<file path="config.mk">
export PLATFORM = sky130hd
export DESIGN_NAME = debug_cmd_dispatcher
export DESIGN_NICKNAME = d
export VERILOG_FILES = /design/src/rtl/debug_cmd_dispatcher_pkg.sv /design/src/rtl/debug_cmd_dispatcher_watchdog.sv /design/src/rtl/debug_cmd_dispatcher.sv
export SDC_FILE = /design/constraint.sdc
export NUM_CORES = 1
export LEC_CHECK = 0
export CORE_AREA = 2 2 79 81
export CTS_CLUSTER_SIZE = 28
export DETAILED_ROUTE_END_ITERATION = 10
export DIE_AREA = 0 0 81 83
export PLACE_DENSITY_LB_ADDON = 0.2
export SLEW_MARGIN = 10
export SYNTH_ARGS = -nofsm -noshare
export SYNTH_HDL_FRONTEND = slang
export SYNTH_SLANG_ARGS = --single-unit
</file>
<file path="constraint.sdc">
create_clock -name clk -period 6.1 [get_ports clk]
set_input_delay 0.61 -clock clk [delete_from_list [all_inputs] [get_ports clk]]
set_output_delay 0.61 -clock clk [all_outputs]
set_load 0.02 [all_outputs]
</file>
<file path="src/rtl/debug_cmd_dispatcher_pkg.sv">
// Shared constants for the DebugUnit command sequencer: opcodes, response codes,
// owner encoding, FSM states and default widths.
package debug_cmd_dispatcher_pkg;

  localparam int UART_BITS_DEF    = 8;
  localparam int TIMEOUT_BITS_DEF = 24;

  localparam logic [7:0] OP_LOAD      = 8'h01;
  localparam logic [7:0] OP_RUN       = 8'h02;
  localparam logic [7:0] OP_STEP_MODE = 8'h03;

  localparam logic [7:0] ACK_DEF  = 8'hAA;
  localparam logic [7:0] NACK_DEF = 8'hEE;
  localparam logic [7:0] TMO_DEF  = 8'hE1;

  typedef enum logic [1:0] {
    OWN_NONE = 2'd0,
    OWN_LOAD = 2'd1,
    OWN_RUN  = 2'd2,
    OWN_STEP = 2'd3
  } owner_e;

  typedef enum logic [2:0] {
    ST_IDLE,
    ST_DISPATCH,
    ST_BUSY,
    ST_SEND_RESP,
    ST_WAIT_RESP
  } state_e;

endpackage

</file>
<file path="src/rtl/debug_cmd_dispatcher_watchdog.sv">
// Run-mode watchdog: counts enabled cycles, flags expiry at RUN_TIMEOUT-1 and
// saturates there; RUN_TIMEOUT of 0 disables it.
module debug_watchdog #(
  parameter int TIMEOUT_BITS = 24,
  parameter int RUN_TIMEOUT  = 1000000
) (
  input  logic clk,
  input  logic rst,
  input  logic clear,
  input  logic enable,
  output logic expired
);

  localparam logic [TIMEOUT_BITS-1:0] TERMINAL = TIMEOUT_BITS'(RUN_TIMEOUT - 1);
  localparam bit                      ACTIVE   = (RUN_TIMEOUT != 0);

  logic [TIMEOUT_BITS-1:0] r_count;
  logic                    w_at_term;

  assign w_at_term = (r_count == TERMINAL);

  always_ff @(posedge clk or negedge rst) begin
    if (!rst) begin
      r_count <= '0;
    end else if (clear) begin
      r_count <= '0;
    end else if (ACTIVE && enable && !w_at_term) begin
      r_count <= r_count + TIMEOUT_BITS'(1);
    end
  end

  assign expired = ACTIVE && enable && w_at_term;

endmodule

</file>
<file path="src/rtl/debug_cmd_dispatcher.sv">
// DebugUnit command sequencer: dispatches host opcodes to load/run/step modes,
// hands the UART to the active mode and sends a one-byte status when it ends.
module debug_cmd_dispatcher
  import debug_cmd_dispatcher_pkg::*;
#(
  parameter int                   UART_BITS    = UART_BITS_DEF,
  parameter int                   TIMEOUT_BITS = TIMEOUT_BITS_DEF,
  parameter int                   RUN_TIMEOUT  = 1000000,
  parameter logic [UART_BITS-1:0] ACK_CODE     = UART_BITS'(ACK_DEF),
  parameter logic [UART_BITS-1:0] NACK_CODE    = UART_BITS'(NACK_DEF),
  parameter logic [UART_BITS-1:0] TMO_CODE     = UART_BITS'(TMO_DEF)
) (
  input  logic                 clk,
  input  logic                 rst,
  input  logic                 i_rx_done,
  input  logic [UART_BITS-1:0] i_rx_data,
  input  logic                 i_tx_done,
  output logic                 o_tx_start,
  output logic [UART_BITS-1:0] o_tx_data,
  output logic                 o_load_start,
  output logic                 o_run_start,
  output logic                 o_step_start,
  input  logic                 i_load_done,
  input  logic                 i_run_done,
  input  logic                 i_step_done,
  output logic                 o_load_rx_done,
  output logic                 o_run_rx_done,
  output logic                 o_step_rx_done,
  input  logic                 i_load_tx_start,
  input  logic                 i_run_tx_start,
  input  logic                 i_step_tx_start,
  input  logic [UART_BITS-1:0] i_load_tx_data,
  input  logic [UART_BITS-1:0] i_run_tx_data,
  input  logic [UART_BITS-1:0] i_step_tx_data,
  output logic                 o_load_tx_done,
  output logic                 o_run_tx_done,
  output logic                 o_step_tx_done,
  output logic                 o_run_abort,
  output logic [1:0]           o_owner,
  output logic                 o_busy
);

  state_e               r_state, w_state_nxt;
  owner_e               r_owner, w_owner_nxt, w_dec_owner, w_owner_out;
  logic [UART_BITS-1:0] r_opcode;
  logic [UART_BITS-1:0] r_resp, w_resp_nxt;
  logic                 w_owner_done;
  logic                 w_wd_expired;

  debug_watchdog #(
    .TIMEOUT_BITS (TIMEOUT_BITS),
    .RUN_TIMEOUT  (RUN_TIMEOUT)
  ) u_watchdog (
    .clk     (clk),
    .rst     (rst),
    .clear   (r_state == ST_DISPATCH),
    .enable  ((r_state == ST_BUSY) && (r_owner == OWN_RUN)),
    .expired (w_wd_expired)
  );

  always_comb begin
    w_dec_owner = OWN_NONE;
    if (r_opcode == UART_BITS'(OP_LOAD))      w_dec_owner = OWN_LOAD;
    if (r_opcode == UART_BITS'(OP_RUN))       w_dec_owner = OWN_RUN;
    if (r_opcode == UART_BITS'(OP_STEP_MODE)) w_dec_owner = OWN_STEP;
  end

  always_ff @(posedge clk or negedge rst) begin
    if (!rst) begin
      r_state  <= ST_IDLE;
      r_owner  <= OWN_NONE;
      r_resp   <= '0;
      r_opcode <= '0;
    end else begin
      r_state <= w_state_nxt;
      r_owner <= w_owner_nxt;
      r_resp  <= w_resp_nxt;
      if (r_state == ST_IDLE && i_rx_done) r_opcode <= i_rx_data;
    end
  end

  always_comb begin
    w_state_nxt    = r_state;
    w_owner_nxt    = r_owner;
    w_resp_nxt     = r_resp;
    w_owner_out    = OWN_NONE;
    w_owner_done   = 1'b0;
    o_tx_start     = 1'b0;
    o_tx_data      = '0;
    o_load_start   = 1'b0;
    o_run_start    = 1'b0;
    o_step_start   = 1'b0;
    o_load_rx_done = 1'b0;
    o_run_rx_done  = 1'b0;
    o_step_rx_done = 1'b0;
    o_load_tx_done = 1'b0;
    o_run_tx_done  = 1'b0;
    o_step_tx_done = 1'b0;
    o_run_abort    = 1'b0;

    case (r_state)
      ST_IDLE: begin
        if (i_rx_done) w_state_nxt = ST_DISPATCH;
      end
      ST_DISPATCH: begin
        if (w_dec_owner == OWN_NONE) begin
          w_resp_nxt  = NACK_CODE;
          w_state_nxt = ST_SEND_RESP;
        end else begin
          w_owner_out  = w_dec_owner;
          w_owner_nxt  = w_dec_owner;
          o_load_start = (w_dec_owner == OWN_LOAD);
          o_run_start  = (w_dec_owner == OWN_RUN);
          o_step_start = (w_dec_owner == OWN_STEP);
          w_state_nxt  = ST_BUSY;
        end
      end
      ST_BUSY: begin
        w_owner_out = r_owner;
        case (r_owner)
          OWN_LOAD: begin
            o_load_rx_done = i_rx_done;
            o_load_tx_done = i_tx_done;
            o_tx_start     = i_load_tx_start;
            o_tx_data      = i_load_tx_data;
            w_owner_done   = i_load_done;
          end
          OWN_RUN: begin
            o_run_rx_done = i_rx_done;
            o_run_tx_done = i_tx_done;
            o_tx_start    = i_run_tx_start;
            o_tx_data     = i_run_tx_data;
            w_owner_done  = i_run_done;
          end
          OWN_STEP: begin
            o_step_rx_done = i_rx_done;
            o_step_tx_done = i_tx_done;
            o_tx_start     = i_step_tx_start;
            o_tx_data      = i_step_tx_data;
            w_owner_done   = i_step_done;
          end
          default: ;
        endcase
        // A completion in the same cycle as expiry is honoured; no abort then.
        if (w_owner_done) begin
          w_resp_nxt  = ACK_CODE;
          w_state_nxt = ST_SEND_RESP;
        end else if (w_wd_expired) begin
          o_run_abort = 1'b1;
          w_resp_nxt  = TMO_CODE;
          w_state_nxt = ST_SEND_RESP;
        end
      end
      ST_SEND_RESP: begin
        o_tx_start  = 1'b1;
        o_tx_data   = r_resp;
        w_owner_nxt = OWN_NONE;
        w_state_nxt = ST_WAIT_RESP;
      end
      ST_WAIT_RESP: begin
        if (i_tx_done) w_state_nxt = ST_IDLE;
      end
      default: w_state_nxt = ST_IDLE;
    endcase
  end

  assign o_owner = w_owner_out;
  assign o_busy  = (r_state != ST_IDLE);

endmodule

</file>
# Yosys cells after proc, flatten, opt, wreduce, memory -nomap -nowiden
# Index checks and enable logic that the tools add are counted.
# op_classes
muxes	46
n_reduce_logical	14
addsub	1
n_eq_ne	19
# op_table
cell	count
$mux 24	2
$pmux 8 s2	2
$add 24x1->24 const B	1
$eq 24x20->1 const B	1
$mux 1	24
$mux 8	3
$pmux 8 s3	1
$eq 8x2->1 const B	2
$pmux 3 s5	1
$mux 3	4
$eq 2x2->1 const B	4
$eq 8x1->1 const B	1
$mux 2	4
$ne 2x2->1 const B	4
$pmux 2 s2	2
$eq 3x2->1 const B	2
$pmux 1 s3	2
$reduce_and 3->1	2
$reduce_bool 2->1	3
$eq 2x1->1 const B	2
$logic_and 1x1->1	4
$eq 3x1->1 const B	1
$eq 3x3->1 const B	1
$logic_not 3->1	1
other kinds (6)	6
# totals
reg_bits	45
inputBits	42

# Longest topological paths before layout
# Gate-level depths: netlist (run 1).
# depth
ltp_word	7
depth_mapped	9
ltp_nobuf	6

# Cells and area by module
# A second synthesis (run 1) with hierarchy kept.
# unflattened
cells_unflattened	273
hier_area_um2	2630.0
# by_module_without_submodules
module	cells_per_inst	seq_area_each_um2	area_per_inst_um2	n_inst
debug_watchdog	147	600.6	1385.1	1
debug_cmd_dispatcher	126	450.4	1244.9	1

# Worst setup path after synthesis (run 1)
# Ideal clock, no wire load.
# synth_path
path_type	register -> output
from	register r_owner[0]
to	output port o_tx_data[6]
path_slack_ns	3.956
n_path_buf	2
arrival_ns	1.534
required_time_ns	5.490
path_stages_with_launch	6
path_cell_list	dfrtp_1 clkbuf_1 nor2b_1 clkbuf_1 a221oi_1 a211oi_1
# synth_between
elab_chain_len	3
elab_cells_between_ends	5
classes_between	3 x eq/ne; 2 x mux
# synth_lines
element	line	text
start: declaration	debug_cmd_dispatcher.sv:44	owner_e r_owner, w_owner_nxt, w_dec_owner, w_owner_out;
start signal: assignment	debug_cmd_dispatcher.sv:76	r_owner <= w_owner_nxt;
$eq 2x2->1 / $eq 2x1->1 (equally long branches)	debug_cmd_dispatcher.sv:120	case (r_owner)
$pmux 8 s3 *	debug_cmd_dispatcher.sv:120	
$pmux 8 s2 *	debug_cmd_dispatcher.sv:101	case (r_state)
end: declaration	debug_cmd_dispatcher.sv:19	output logic [UART_BITS-1:0] o_tx_data,
# Mark *: on every way between the ends. The rest lies on a longest branch, timed or not.

# Worst setup path after layout (run 1)
# layout_path
from	register r_owner[1]
to	output port o_run_abort
# layout_between
elab_chain_len	6
elab_cells_between_ends	10
classes_between	3 x eq/ne; 5 x mux; 2 x reduce/logical
# layout_lines
element	line	text
parallel branches: the longest is 4 deep, another holds $pmux 1 s3	-	
$mux 1 *	debug_cmd_dispatcher.sv:145	if (w_owner_done) begin
$mux 1 *	debug_cmd_dispatcher.sv:101	
end: declaration	debug_cmd_dispatcher.sv:38	output logic o_run_abort,
# Every way passes the cells marked *. The select of a mux whose other input is x is not followed.

==> key figures, run 1 <==
Synth
  – Xor and xnor area share after synthesis: roughly 1.7%
  – Synth Cell Area: 0.002506 mm^2
  – Syn Inst Count: 280
  – Number of synthesized register bits: 42
  – Post-synth top area share: between 40% and 50%
  – Syn Nets: approximately 320
  – EDFF count, synth: 0
  – Seq/Total Area, Yosys: about two fifths
  – Post-synthesis mux area share: between 8 and 9%
  – Mean Syn Cell Area: ~9.0 um^2
  – Top cells by area, synth: dfrtp_1, mux2_2, nand2_1
  – Async SR Flop Fraction: 100.0%
  – YS warnings: 0
  – Synth Area in Adders: 0.4993%
  – Commonest register cell after synthesis: dfrtp_1
  – Cell taking the most area after synthesis: dfrtp_1
  – Post-synthesis compound-gate area fraction: 15.93%
  – Combinational family with the most area after synthesis: simple AND/OR/NAND/NOR gates
  – Simple logic cell fraction of the synthesized area: a little over a quarter
  – Yosys cell types: 46

Timing
  – Max_slew headroom: between 30% and 40%
  – RSZ-0062 raised after global routing: no
  – Setup_tns: 0 ps
  – Min cycle time layout: 3397 ps
  – Setup Skew: 4.184 ps
  – Final Hold Vio Count: 0
  – Max frequency: between 200 and 300 MHz
  – Final setup violation count: 0
  – Final Max Tran Viols: 0
  – Worst slew pin tran: 941.3 ps
  – Final period utilization: between 50 and 60%

Floorplan
  – I/O pin cnt: between 60 and 70
  – Initial core utilization: between 40% and 50%
  – Die ar.: just under 0.007 mm^2
  – Width of the die: between 80 and 90 um
  – Die Y: 83 um
  – Core Rows: 28
  – Core ar.: 0.005816 mm^2

Clocking
  – Hold buffer count at CTS: 0
  – Num CTS Buffers: 5
  – Post-CTS Resized: 0
  – TritonCTS clock tree: yes
  – CTS max path bufs: 2
  – H-Tree Depth: 2
  – Clk_lat worst skew: slightly below 300 ps
  – Setup bufs post-CTS: 0
  – Root Driver: clkbuf_8
  – CTS clk-pin slew, worst paths: ~80 ps
  – Sink Count: 42

Global routing
  – Initial antenna violation count: 0
  – First-pass GRT wire length: roughly 11 mm
  – Vias in the first global route: about 2,300
  – Total track usage: about a fifth
  – GRT Residual Overflow: 0
  – Largest net degree at the start of global routing: 43

Power
  – Sw frac: between 30% and 40%
  – Sequential Power Share: between 30% and 40%
  – Leak Pwr: 1.335 nW
  – Clock power share: between 20 and 30%
  – Pint: around 660 uW
  – Power Total: about 1.0 mW
  – Net Sw Power: 362.4 uW
  – Peak supply drop: 0.0002150 V
  – Logic pwr share: between 30% and 40%
  – Power Dens Cells: 311.1 mW/mm^2

Placement
  – RD Place Congestion: roughly 0.8
  – Port buffer count: 63
  – Hpwl dp: around 4.6 mm

Detailed routing
  – Initial drt markers: a little under 100
  – Vias after detailed routing: about 2,300
  – ANT nets after route: 0
  – Via density: 5.704
  – Detailed Routing Iterations Pass 1: 4
  – DRT Wirelength: 6.320 mm
  – DRC: 0
  – Drt wl/cell: between 15 and 20 um

Critical path
  – CP required: 5490 ps
  – Critical Path Max Stage Delay: ~770 ps
  – Cells along the critical path: nor2b_1, a22oi_1, and4_1, clkdlybuf4s50_1
  – Crit end category: output port
  – Crit-path slowest cell: dfrtp_1
  – CP arrival: 2790 ps
  – Worst-path fanout max: 18
  – Setup CP Type: reg2out
  – Critical path launch point type: flip-flop

Finish
  – Area grow syn2layout: 31.40%
  – Fraction of layout instances using a drive strength above 1: between 10% and 20%
  – Final nets: between 300 and 400
  – Fillers: roughly 550
  – Most common cell after layout, fill and taps aside: clkdlybuf4s50_1
  – Highest-count cells in the layout ignoring fill and taps: clkdlybuf4s50_1, dfrtp_1, nand2_1
  – N_diodes: 0

Status
  – Outcome: finished clean

Min path
  – Min-Delay Path Class: in2async

Run
  – Max Cap Viol: 0
synthesized netlist by cell type (all sizes together) (2+ instances only):
| cell type | count |
|---|---|
| mux2i | 2 |
| dfrtp | 42 |
| nand4 | 3 |
| a221oi | 6 |
| or4 | 10 |
| o31ai | 3 |
| o211ai | 8 |
| xor2 | 2 |
| inv | 7 |
| clkbuf | 11 |
| a22oi | 2 |
| nor2 | 27 |
| buf | 7 |
| and2 | 3 |
| mux2 | 17 |
| or2 | 3 |
| xnor2 | 3 |
| and3 | 4 |
| and4 | 3 |
| a21oi | 13 |
| or3 | 5 |
| nor4 | 6 |
| a221o | 2 |
| nor2b | 3 |
| nor3 | 5 |
| nand2b | 3 |
| nand3 | 19 |
| a21o | 2 |
| o21ai | 18 |
| nand2 | 29 |
cells by family after synthesis:
logic type,count (synthesis)
xor gates and xnor gates,5
AOI/OAI and AO/OA,61
adders and majority gates,1
and+or+nand+nor,127
muxes,19
buffers and inverters,25
DFF,42
registers in the layout, summed over array words and instances, names as in the netlist:
register / flops
r_resp: 5
u_watchdog.r_count: 24
r_state: 3
r_opcode: 8
r_owner: 2
metrics by stage:
stage / setup slack, ps / std cells / hold slack (ps) / instance area, um^2 / util, %
after floorplan: 3956 / 280 / 314.4 / 2506 / -
after global placement: 3039 / 401 / 444.2 / 3156 / 54.26
after detailed placement: 3003 / 401 / 450.7 / 3156 / 54.26
after CTS: 2683 / 409 / 473.1 / 3293 / 56.63
after global routing: 2508 / 409 / 500.9 / 3293 / 56.63
final: 2703 / 409 / 459.1 / 3293 / 56.63
worst max-delay path, delay by kind of cell, from the launching register on:
kind / cells / cell delay, ps
simple gates: 2 / 890
flops: 1 / 770
buf+inv: 1 / 560
compound gates: 1 / 270
path summary, 6_finish.rpt:
| path | endpoint | from | slack [ps] | depth (start not counted) |
|---|---|---|---|---|
| worst min register to register | r_resp[5] | r_resp[5] | 460 | 1 |
| min in group clk | r_resp[5] | r_resp[5] | 460 | 1 |
| worst min-delay path | u_watchdog.r_count[1] | rst | 460 | 1 |
| max in group asynchronous | r_resp[3] | rst | 5060 | 1 |
| worst max-delay path | o_run_abort | r_owner[1] | 2700 | 4 |
| worst max register to register | u_watchdog.r_count[18] | r_owner[1] | 3540 | 5 |
per-layer routing:
| layer | vias to the layer above | part of all wire [%] | track usage (%) |
|---|---|---|---|
| met5 | - | 0 | 0 |
| met4 | 0 | 0.98 | 5.547 |
| met3 | 5 | 7.3 | 3.696 |
| met2 | 62 | 46 | 32.53 |
| met1 | 1124 | 45 | 26.75 |
| li1 | 1142 | - | - |
power groups by stage:
stage          registers (mW)  logic (mW)  clock network (mW)
5_1_grt                 0.401       0.413               0.280
2_1_floorplan           0.349       0.276                   0
3_3_place_gp            0.393       0.371                   0
3_5_place_dp            0.395       0.376                   0
4_1_cts                 0.390       0.378               0.268
6_report                0.389       0.372               0.263
area by class of cell:
cell class / instances / area (um^2) / area share (%)
repair buffers: 64 / 633.1 / 19.22
inverters: 7 / 26.28 / 0.7979
flip-flops and latches: 42 / 1051 / 31.91
clock buffers: 5 / 68.82 / 2.090
clock inverters: 3 / 68.82 / 2.090
well taps: 75 / 93.84 / 2.850
multi-input cells: 213 / 1351 / 41.03
Note: power is estimated with default switching activity, not from simulation.
==> run 2: changes to the inputs <==
==> constraint.sdc (replaced) <==
create_clock -name clk -period 3 [get_ports clk]
set_input_delay 0.3 -clock clk [delete_from_list [all_inputs] [get_ports clk]]
set_output_delay 0.3 -clock clk [all_outputs]
set_load 0.02 [all_outputs]
==> key figures, run 2 (synthesized netlist as in run 1, its figures left out) <==
Detailed routing
  – Initial drt markers: 202 (+110%)
  – DRT Wirelength: 6.630 mm (+4.9%)
  – Vias after detailed routing: 2,362 (+1.2%)
  – DRC: 0 (unchanged)
  – Drt wl/cell: 16.05 um (+3.9%)
  – Detailed Routing Iterations Pass 1: 4 (unchanged)
  – ANT nets after route: 0 (unchanged)
  – Via density: 5.719 (+0.26%)

Global routing
  – First-pass GRT wire length: 10.94 mm (+1.8%)
  – Vias in the first global route: 2,300 (+1.4%)
  – Largest net degree at the start of global routing: 43 (unchanged)
  – Total track usage: 20.40% (+0.50 points)
  – GRT Residual Overflow: 0 (unchanged)
  – Initial antenna violation count: 0 (unchanged)

Timing
  – Max frequency: between 300 and 400 MHz
  – RSZ-0062 raised after global routing: no
  – Max_slew headroom: 37.28% (about the same)
  – Setup_tns: 0 ps (unchanged)
  – Final Max Tran Viols: 0 (unchanged)
  – Setup Skew: 6.985 ps (+2.801 ps)
  – Worst slew pin tran: 940.8 ps (-0.4713 ps)
  – Final period utilization: between 90% and 100%
  – Final setup violation count: 0 (unchanged)
  – Min cycle time layout: ~2800 ps
  – Final Hold Vio Count: 0 (unchanged)

Finish
  – Highest-count cells in the layout ignoring fill and taps: clkdlybuf4s50_1, dfrtp_1, nand2_1
  – Most common cell after layout, fill and taps aside: clkdlybuf4s50_1
  – Final nets: 380 (+1.1%)
  – Area grow syn2layout: 31.50% (about the same)
  – Max reg flops: 24 (unchanged)
  – Fin cells: 413 (+0.98%)
  – Biggest register: u_watchdog.r_count
  – N_diodes: 0 (unchanged)
  – Biggest regs: u_watchdog.r_count: 24 flops, r_opcode: 8 flops, r_resp: 5 flops
  – Fraction of layout instances using a drive strength above 1: 10.95% (+0.77 points)

Clocking
  – TritonCTS clock tree: yes
  – CTS max path bufs: 2 (unchanged)
  – Num CTS Buffers: 5 (unchanged)
  – Setup bufs post-CTS: 0 (unchanged)
  – H-Tree Depth: 2 (unchanged)
  – Clk_lat worst skew: 300 ps (about the same)
  – Sink Count: 42 (unchanged)
  – Hold buffer count at CTS: 0 (unchanged)
  – CTS clk-pin slew, worst paths: 80 ps (about the same)
  – Post-CTS Resized: 0 (unchanged)
  – Root Driver: clkbuf_8

Floorplan
  – Die Y: 83 um (unchanged)
  – Width of the die: 81 um (unchanged)
  – Initial core utilization: 43.09% (unchanged)
  – I/O pin cnt: 64 (unchanged)
  – Die ar.: 0.006723 mm^2 (unchanged)
  – Core Rows: 28 (unchanged)
  – Core ar.: 0.005816 mm^2 (unchanged)

Critical path
  – R2R cell count: 5 (unchanged)
  – Register-to-Register Setup Slack: 690 ps (-2850 ps)
  – Worst-path fanout max: 4 (-14)
  – Reg-to-Reg Start: r_state[2]
  – CP arrival: 2460 ps (-330 ps)
  – Crit end category: output port
  – Critical path launch point type: flip-flop
  – Setup CP Type: reg2out
  – Worst reg2reg endpoint: u_watchdog.r_count[18]
  – CP required: 2700 ps (-2790 ps)

Power
  – Power Dens Cells: 613.6 mW/mm^2 (+97%)
  – Leak Pwr: 1.339 nW (+0.32%)
  – Peak supply drop: 0.0004396 V (+100%)

Placement
  – Port buffer count: 63 (unchanged)
  – RD Place Congestion: 0.8091 (+1.7%)
  – Hpwl dp: 4.763 mm (+2.7%)
  – Placed cell count: 405 (+1.0%)

Min path
  – Min-Delay Path Class: in2async

Run
  – Max Cap Viol: 0 (unchanged)

Status
  – Outcome: finished clean
[run 2: cell types whose count changed in the layout (fill, tap and decap cells not counted), sizes merged]
cell	delta
buf	+4
bufinv	-1
clkbuf	+1
clkinv	-1
clkinvlp	+1
[run 2: worst max-delay path by stage]
| stage | startpoint | endpoint | slack, ps | depth (start not counted) |
|---|---|---|---|---|
| CTS | r_opcode[5] | o_load_start | 260 | 5 |
| global placement | i_step_done | o_run_abort | 590 | 5 |
| finish | r_opcode[5] | o_load_start | 240 | 5 |
| floorplan | u_watchdog.r_count[0] | u_watchdog.r_count[18] | 1010 | 6 |
| global route | r_opcode[5] | o_load_start | 40 | 5 |
| detailed placement | i_step_done | o_run_abort | 560 | 5 |
[run 2: cell type report]
class                      count  area (um^2)
tap                           75        93.84
sequential                    42         1051
clock buffer                   6        72.57
fill                         535         2520
clock inverter                 2        37.54
timing repair buffer          68        663.1
inverter                       7        26.28
multi-input combinational    213         1351
[run 2: worst max-delay path, stage by stage, from the launching register on]
cell and delay (ps):
dfrtp_1 390, nor4_1 560, and2_1 280, nand3_1 160, a21oi_1 150, clkdlybuf4s50_1 620
[run 2: layer usage]
layer | GRT usage, % | part of all wire, %
met1 | 27.16 | 43
met2 | 31.78 | 47
met3 | 5.000 | 8.9
met4 | 7.704 | 1.2
met5 | 0 | 0
[run 2: through the flow]
stage          hold slack, ps  utilization, %  instance area, um^2  worst slack, ps  total power, mW
5_1_grt                 197.8           56.67                 3296            44.33            2.157
2_1_floorplan           4.409               -                 2506             1009            1.273
3_3_place_gp            444.9           54.78                 3186            586.7            1.569
3_5_place_dp            453.5           54.78                 3186            556.8            1.585
4_1_cts                 164.1           56.67                 3296            257.4            2.038
6_report                135.2           56.67                 3296            244.1            2.022
[run 2: power by group]
group	internal, mW	switching, mW	total [mW]	leakage, nW
combinational	0.378	0.444	0.822	0.741
sequential	0.654	0.0950	0.749	0.547
clock	0.248	0.203	0.451	0.0514
